<file path="src/rtl/sfa_out_switch_n.sv">
// sfa_out_switch_n: one-to-N AXI-Stream switch with packet-latched routing, broadcast and a 2-entry skid FIFO.
module sfa_out_switch_n #(
    parameter int DATA_W  = 32,
    parameter int N_PORTS = 4,
    parameter int SEL_W   = 2
) (
    input  logic                      ACLK,
    input  logic                      ARESETN,
    input  logic [SEL_W-1:0]          CONF,
    input  logic                      CONF_BCAST,
    input  logic                      si_tvalid,
    output logic                      si_tready,
    input  logic [DATA_W-1:0]         si_tdata,
    input  logic                      si_tlast,
    output logic [N_PORTS-1:0]        m_tvalid,
    input  logic [N_PORTS-1:0]        m_tready,
    output logic [N_PORTS*DATA_W-1:0] m_tdata,
    output logic [N_PORTS-1:0]        m_tlast,
    output logic                      busy,
    output logic                      drop
);
    logic [DATA_W-1:0]  fifo_data [2];
    logic [SEL_W-1:0]   fifo_sel [2];
    logic [1:0]         fifo_last, fifo_bcast;
    logic               wr_ptr, rd_ptr;
    logic [1:0]         count, count_nxt;
    logic               pkt_open, pkt_bcast;
    logic [SEL_W-1:0]   pkt_sel;
    logic [N_PORTS-1:0] done_mask, taken;
    logic               accept, pop, head_valid, head_bcast, head_last, tag_bcast;
    logic [SEL_W-1:0]   head_sel, tag_sel;
    logic [DATA_W-1:0]  head_data;

    assign accept     = si_tvalid && si_tready;
    assign head_valid = count != 2'd0;
    assign head_data  = fifo_data[rd_ptr];
    assign head_sel   = fifo_sel[rd_ptr];
    assign head_last  = fifo_last[rd_ptr];
    assign head_bcast = fifo_bcast[rd_ptr];
    assign tag_bcast  = pkt_open ? pkt_bcast : CONF_BCAST;
    assign tag_sel    = pkt_open ? pkt_sel : CONF;

    always_comb begin
        m_tvalid = '0;
        m_tdata  = '0;
        m_tlast  = '0;
        for (int k = 0; k < N_PORTS; k++) begin
            if (head_valid && (head_bcast ? !done_mask[k] : head_sel == SEL_W'(k))) begin
                m_tvalid[k]                  = 1'b1;
                m_tdata[k*DATA_W +: DATA_W]  = head_data;
                m_tlast[k]                   = head_last;
            end
        end
    end

    // a unicast head that lights no port has an out-of-range destination
    assign taken     = m_tvalid & m_tready;
    assign drop      = head_valid && !head_bcast && m_tvalid == '0;
    assign pop       = head_valid && (head_bcast ? &(done_mask | taken) : (drop || taken != '0));
    assign count_nxt = count + 2'(accept) - 2'(pop);
    assign busy      = pkt_open || head_valid;

    always_ff @(posedge ACLK) begin
        if (accept) begin
            fifo_data[wr_ptr]  <= si_tdata;
            fifo_last[wr_ptr]  <= si_tlast;
            fifo_bcast[wr_ptr] <= tag_bcast;
            fifo_sel[wr_ptr]   <= tag_sel;
        end
    end

    always_ff @(posedge ACLK or negedge ARESETN) begin
        if (!ARESETN) begin
            wr_ptr    <= 1'b0;
            rd_ptr    <= 1'b0;
            count     <= 2'd0;
            si_tready <= 1'b0;
            done_mask <= '0;
            pkt_open  <= 1'b0;
            pkt_bcast <= 1'b0;
            pkt_sel   <= '0;
        end else begin
            wr_ptr    <= wr_ptr ^ accept;
            rd_ptr    <= rd_ptr ^ pop;
            count     <= count_nxt;
            si_tready <= count_nxt < 2'd2;
            done_mask <= pop ? '0 : (head_valid && head_bcast) ? done_mask | taken : done_mask;
            pkt_open  <= accept ? !si_tlast : pkt_open;
            if (accept && !pkt_open) begin
                pkt_bcast <= CONF_BCAST;
                pkt_sel   <= CONF;
            end
        end
    end
endmodule

</file>
<file path="config.mk">
export PLATFORM = sky130hd
export DESIGN_NAME = sfa_out_switch_n
export DESIGN_NICKNAME = d
export VERILOG_FILES = /design/src/rtl/sfa_out_switch_n.sv
export SDC_FILE = /design/constraint.sdc
export NUM_CORES = 1
export LEC_CHECK = 0
export ABC_CLOCK_PERIOD_IN_PS = 3300
export CAP_MARGIN = 20
export CORE_MARGIN = 2
export CORE_UTILIZATION = 35
export DETAILED_ROUTE_END_ITERATION = 10
export PLACE_DENSITY = 0.69
export SLEW_MARGIN = 30
export SYNTH_ARGS = -nofsm -noshare
export SYNTH_HDL_FRONTEND = slang
export SYNTH_SLANG_ARGS = --single-unit
</file>
<file path="constraint.sdc">
create_clock -name ACLK -period 3.3 [get_ports ACLK]
set_clock_uncertainty 0.15 [all_clocks]
set_input_delay 0.66 -clock ACLK [delete_from_list [all_inputs] [get_ports ACLK]]
set_output_delay 0.66 -clock ACLK [all_outputs]
set_load 0.03 [all_outputs]
</file>
== Word-level counts from Yosys, hierarchy flattened ==
Memory sizes are Yosys's and may differ from the RTL's.
Index checks and enable logic that the tools add are counted.

* Bits in registers: 17
* Memory bits (writable): 68
* Output and inout bits: 139
* Memories: 2
* Logic and storage cells: 82
* Input port bits: 43

{| class="wikitable"
|+ Memories
! name !! depth !! width !! rd ports !! clocked after memory_dff !! wr ports !! RTL line !! text
|-
| fifo_data || 2 || 32 || 1 || 0 || 1 || 22 || <nowiki>logic [DATA_W-1:0] fifo_data [2];</nowiki>
|-
| fifo_sel || 2 || 2 || 1 || 0 || 1 || 23 || <nowiki>logic [SEL_W-1:0] fifo_sel [2];</nowiki>
|}

* Bitwise logic cells: 4
* Equality and inequality tests: 3
* $lt $le $gt $ge: 4
* Muxes and demuxes: 31
* Reduce and logical (&&, ||, !) cells: 26
* Add/sub/neg operators: 2

{| class="wikitable"
|+ Operators with widths
! kind !! count
|-
| 32-bit 2-to-1 mux || 4
|-
| 1-bit 2-to-1 mux || 21
|-
| 1-bit logical AND || 11
|-
| 4-bit 2-to-1 mux || 2
|-
| 1-bit logical NOT || 7
|-
| 4-bit bitwise AND || 1
|-
| 2-bit bitwise mux || 2
|-
| 2-bit equality test, second input constant || 2
|-
| 4-bit logical NOT || 1
|-
| 1-bit by 2-bit < comparator with 1-bit output, second input constant || 2
|-
| 4-bit OR || 1
|-
| 4-bit AND reduction || 1
|-
| 2-bit nonzero test || 2
|-
| 4-bit nonzero test || 1
|-
| 2-bit by 1-bit adder with 2-bit output || 1
|-
| 2-bit by 1-bit equality test with 1-bit output, second input constant || 1
|-
| 2-bit logical NOT || 1
|-
| 1-bit logical OR || 2
|-
| 2-bit < comparator, second input constant || 1
|-
| 2-bit 2-to-1 mux || 1
|-
| 2-bit by 1-bit subtractor with 2-bit output || 1
|-
| 1-bit bitwise XOR || 2
|-
| 1-bit demux with 1-bit select || 1
|-
| 1-bit >= comparator, second input constant || 1
|}

== Longest topological paths before layout ==
* Depth after elaboration: 12
* Gate-level depth with buffers: 11
* Depth with buffers taken out: 10

== Least setup slack after synthesis ==
OpenSTA, ideal clock, no wires.

* Kind: reg-to-output
* From: register rd_ptr
* To: output port m_tdata[76]
* Arrival time: 1.808 ns
* Stages on the path, launching flop included: 7
* Slack: 0.682 ns
* Buffers on the path: 2
* Required time: 2.490 ns
* Path through: dfrtp_1 buf_6 mux2_4 nor3b_1 o21ai_2 buf_2 nor2_1

* Word-level cells in the longest chain between the ends: 5
* Elaborated cells between the ends (all ways): 8
* Those cells by class: eq/ne: 1; mux: 4; reduce/logical: 1; memory: 2

{| class="wikitable"
|+ RTL lines
! what !! RTL line !! text
|-
| start: declaration || 25 || <nowiki>logic wr_ptr, rd_ptr;</nowiki>
|-
| start signal: assignment || 84 || <nowiki>rd_ptr <= rd_ptr ^ pop;</nowiki>
|-
| memory read 2 x 2 bit / 1-bit 2-to-1 mux (equally long branches) || -- ||
|-
| 2-bit equality test / 1-bit 2-to-1 mux (equally long branches) || 48, 39 ||
|-
| 1-bit 2-to-1 mux || 48 || <nowiki>if (head_valid && (head_bcast ? !done_mask[k] : head_sel == SEL_W'(k))) begin</nowiki>
|-
| 1-bit logical AND || 48 ||
|-
| 32-bit 2-to-1 mux * || 48 ||
|-
| end: declaration || 17 || <nowiki>output logic [N_PORTS*DATA_W-1:0] m_tdata,</nowiki>
|}

Every way passes the cells marked *; elsewhere a longest branch is shown, timed or not. The select of a mux whose other input is x is not followed.

== Worst setup path after layout ==
* From: register rd_ptr
* To: output port m_tdata[94]

Same word-level chain as after synthesis.

==> results_tabular.tex <==
\begin{tabular}{lr}
\hline
Metric & Value \\
\hline
\multicolumn{2}{l}{\textbf{Run status}} \\
Status & completed \\
\multicolumn{2}{l}{\textbf{Synth}} \\
Most frequently used flop master after synthesis & sky130\_fd\_sc\_hd\_\_edfxtp\_1 \\
Number of synthesized flops with an enable pin & 72 \\
Cells taking the most area after synthesis & sky130\_fd\_sc\_hd\_\_edfxtp\_1 54\%, sky130\_fd\_sc\_hd\_\_nor2\_1 13\%, sky130\_fd\_sc\_hd\_\_mux2i\_1 8.7\% \\
Syn. warnings & 0 \\
Sequential-to-total area share from yosys stat & 62.0\% \\
Post-synthesis async set-or-reset flop share & 15.3\% \\
Synthesized area & 4010 sq um \\
Count of distinct cell types in the synthesized netlist & 40 \\
Number of nets in the synthesized netlist & 389 \\
Synth Instances & 342 \\
Cell type with the largest total area after synthesis & sky130\_fd\_sc\_hd\_\_edfxtp\_1 \\
Post-synthesis register bit count & 85 \\
Synthesized area per cell & between 10 and 15 sq um \\
Yosys top cell area share & 53.9\% \\
\multicolumn{2}{l}{\textbf{Setup path}} \\
Critical path class & register to output pin \\
Required time reported for the critical path endpoint & 2490 ps \\
Maximum net fanout on the critical path & 9 \\
Startpoint types & register \\
Critical Path Sink Type & output pin \\
Arr. time, crit path & 2380 ps \\
\multicolumn{2}{l}{\textbf{Drt}} \\
Post-route DRC violation count & 0 \\
Average detailed-routed wire length per instance & between 15 and 20 um \\
First-iteration detailed-routing DRC count & 164 \\
Vias per cell & 4.76 \\
First drt pass iteration count & 4 \\
Total wire length & 11100 um \\
Count of vias placed by the detailed router & 3247 \\
Number of antenna-violating nets in the routed design & 0 \\
\multicolumn{2}{l}{\textbf{Place}} \\
IO buf count & 180 \\
Final weighted congestion of routability-driven global placement & 0.862 \\
Detailed-placement wirelength estimate & 7480 um \\
Placement Cell Area & 6030 sq um \\
Total placed cells including tap cells & roughly 660 \\
\multicolumn{2}{l}{\textbf{Flow run}} \\
Max-capacitance violation count & 0 \\
\multicolumn{2}{l}{\textbf{Die}} \\
Effective utilization at floorplan & 35.4\% \\
Standard cell core area & 11300 sq um \\
Overall die width & between 100 and 150 um \\
Die outline area & 12300 sq um \\
I/O pin count & 182 \\
Number of rows in the core area & 39 \\
Chip height & 111 um \\
\multicolumn{2}{l}{\textbf{STA}} \\
Total of endpoints with negative setup slack in the final report & 0 \\
Minimum clock period & 3190 ps \\
Remaining max-slew budget at the tightest pin & 56.7\% \\
Fmax & 314 MHz \\
Transition time of the tightest slew-check pin & 647 ps \\
Number of hold-slack violations in the final timing report & 0 \\
Final period util & a little over nine tenths \\
Final-report max-slew violation count & 0 \\
Hold slack & 362 ps \\
Unrepaired setup endpoints after global routing & false \\
Setup Total Neg Slack & 0 ps \\
\multicolumn{2}{l}{\textbf{Finish}} \\
Layout Area Growth over Synthesis & 57.2\% \\
Finished Layout Cells & 682 \\
Finished Cell Area & 6300 sq um \\
Layout Nets & 581 \\
Total inserted antenna cells & 0 \\
Layout cell share with drive strength beyond 1 & 16.3\% \\
Area taken by flip-flops and latches & 2490 sq um \\
Layout fillers & 1000 \\
Multi-input gate area & $\sim$1500 sq um \\
\multicolumn{2}{l}{\textbf{Global route}} \\
Global-route usage over all layers & 17.5\% \\
Global route total overflow & 0 \\
Pin count of the biggest net entering global routing & 26 \\
Number of antenna violations at the first check in global routing & 0 \\
First-pass GRT wire length & 16900 um \\
Via count of the first global-routing pass & 3208 \\
\multicolumn{2}{l}{\textbf{Clock network}} \\
Reg clk slew, reported paths & 60 ps \\
Number of levels in the clock H-tree & 3 \\
Number of buffers added by the clock tree synthesis step & 9 \\
Number of buffers on the longest clock path & 2 \\
CTS tree & done \\
Hold-fix buffers, CTS & 0 \\
Clock tree root driver cell & sky130\_fd\_sc\_hd\_\_clkbuf\_16 \\
Sinks on Clock Net & 85 \\
Clock Latency Late Sink & 320 ps \\
\multicolumn{2}{l}{\textbf{Worst hold path}} \\
Classification of the worst-slack hold path & register to register \\
\hline
\end{tabular}
[cell usage in the layout, fill, tap and decap left out, drive strengths merged, types with 2 or more instances in the layout]
cell type      Yosys  layout
a31oi              4       4
buf               18      21
bufinv             0       2
clkbuf             1      29
clkdlybuf4s15      0      18
clkdlybuf4s50      0      44
clkinv             0       4
dfrtp             13      13
dlygate4sd2        0      95
edfxtp            72      72
ha                 4       4
inv               10      10
mux2               7       7
mux2i             38      38
nand2              4       4
nor2             140     140
nor3               5       5
nor3b              2       2
o21ai              5       7
o32ai              2       2
[critical path, stage by stage, from the launching register on]
cell,delay (ps)
sky130_fd_sc_hd__dfrtp_2,510
sky130_fd_sc_hd__mux2_4,400
sky130_fd_sc_hd__nor3b_4,340
sky130_fd_sc_hd__o21ai_4,100
sky130_fd_sc_hd__buf_4,190
sky130_fd_sc_hd__nor2_1,110
sky130_fd_sc_hd__dlygate4sd2_1,400
[synth_stat cells (all sizes together) (2+ instances only)]
| master | instances |
|---|---|
| inv | 10 |
| dfrtp | 13 |
| mux2i | 38 |
| mux2 | 7 |
| nor3b | 2 |
| buf | 18 |
| edfxtp | 72 |
| o32ai | 2 |
| nor3 | 5 |
| ha | 4 |
| a31oi | 4 |
| nor2 | 140 |
| o21ai | 5 |
| nand2 | 4 |
[registers in the layout, indices dropped and copies added (netlist names)]
register / count
pkt_sel: 2
rd_ptr: 1
si_tready: 1
done_mask: 4
pkt_open: 1
wr_ptr: 1
fifo_sel: 4
pkt_bcast: 1
fifo_data: 64
fifo_bcast: 2
fifo_last: 2
count: 2
[kinds of logic (layout without fill, tap and decap cells)]
family | count (synthesis) | in the layout | synth area share, %
buf+inv | 29 | 224 | 3.49
simple gates | 160 | 160 | 17.0
flops | 85 | 85 | 62.0
fa+ha+maj | 4 | 4 | 1.25
other cells | 1 | 1 | 0.0935
compound gates | 15 | 17 | 2.65
xor+xnor | 2 | 2 | 0.437
mux | 46 | 46 | 13.0
[routing by layer]
layer	routed length (um)	up-vias	track usage (%)
met2	5650	134	31.6
met4	186	0	6.09
li1	-	1563	-
met3	678	16	3.61
met1	4580	1534	20.6
met5	0	-	0
[layout make-up]
type | instances | area share (%)
Clock buffer | 10 | 3.63
Tap cell | 143 | 2.84
Inverter | 10 | 0.595
Clock inverter | 6 | 1.39
Timing Repair Buffer | 198 | 28.6
Multi-Input combinational cell | 230 | 23.5
Sequential cell | 85 | 39.5
[final timing paths]
check                                           end  slack (ps)  depth (start not counted)                    from
max                                     m_tdata[94]         110                          6        rd_ptr$_DFF_PN0_
min                          pkt_sel[0]$_DFFE_PN0P_         360                          1  pkt_sel[0]$_DFFE_PN0P_
max reg2reg                      count[1]$_DFF_PN0_         290                         11        rd_ptr$_DFF_PN0_
min reg2reg                  pkt_sel[0]$_DFFE_PN0P_         360                          1  pkt_sel[0]$_DFFE_PN0P_
max in group asynchronous          rd_ptr$_DFF_PN0_        1970                          1                 ARESETN
min in group asynchronous  done_mask[1]$_DFFE_PN0P_         580                          1                 ARESETN
[metrics by stage]
stage          worst slack [ps]  util [%]
3_3_place_gp               39.0      53.1
3_5_place_dp              -15.8      53.3
2_1_floorplan               682         -
6_report                    113      55.7
4_1_cts                    2.71      55.5
5_1_grt                   0.905      55.7
[repair_timing]
action / CTS / global route
pin swaps: 3 / 4
setup buffers: 2 / 6
gates resized for setup: 143 / 54
setup endpoints to repair: 136 / 91
cloned: 2 / 0
Power is not shown: default switching activity piles up to over one toggle a cycle in this logic, so the estimate is an artifact.
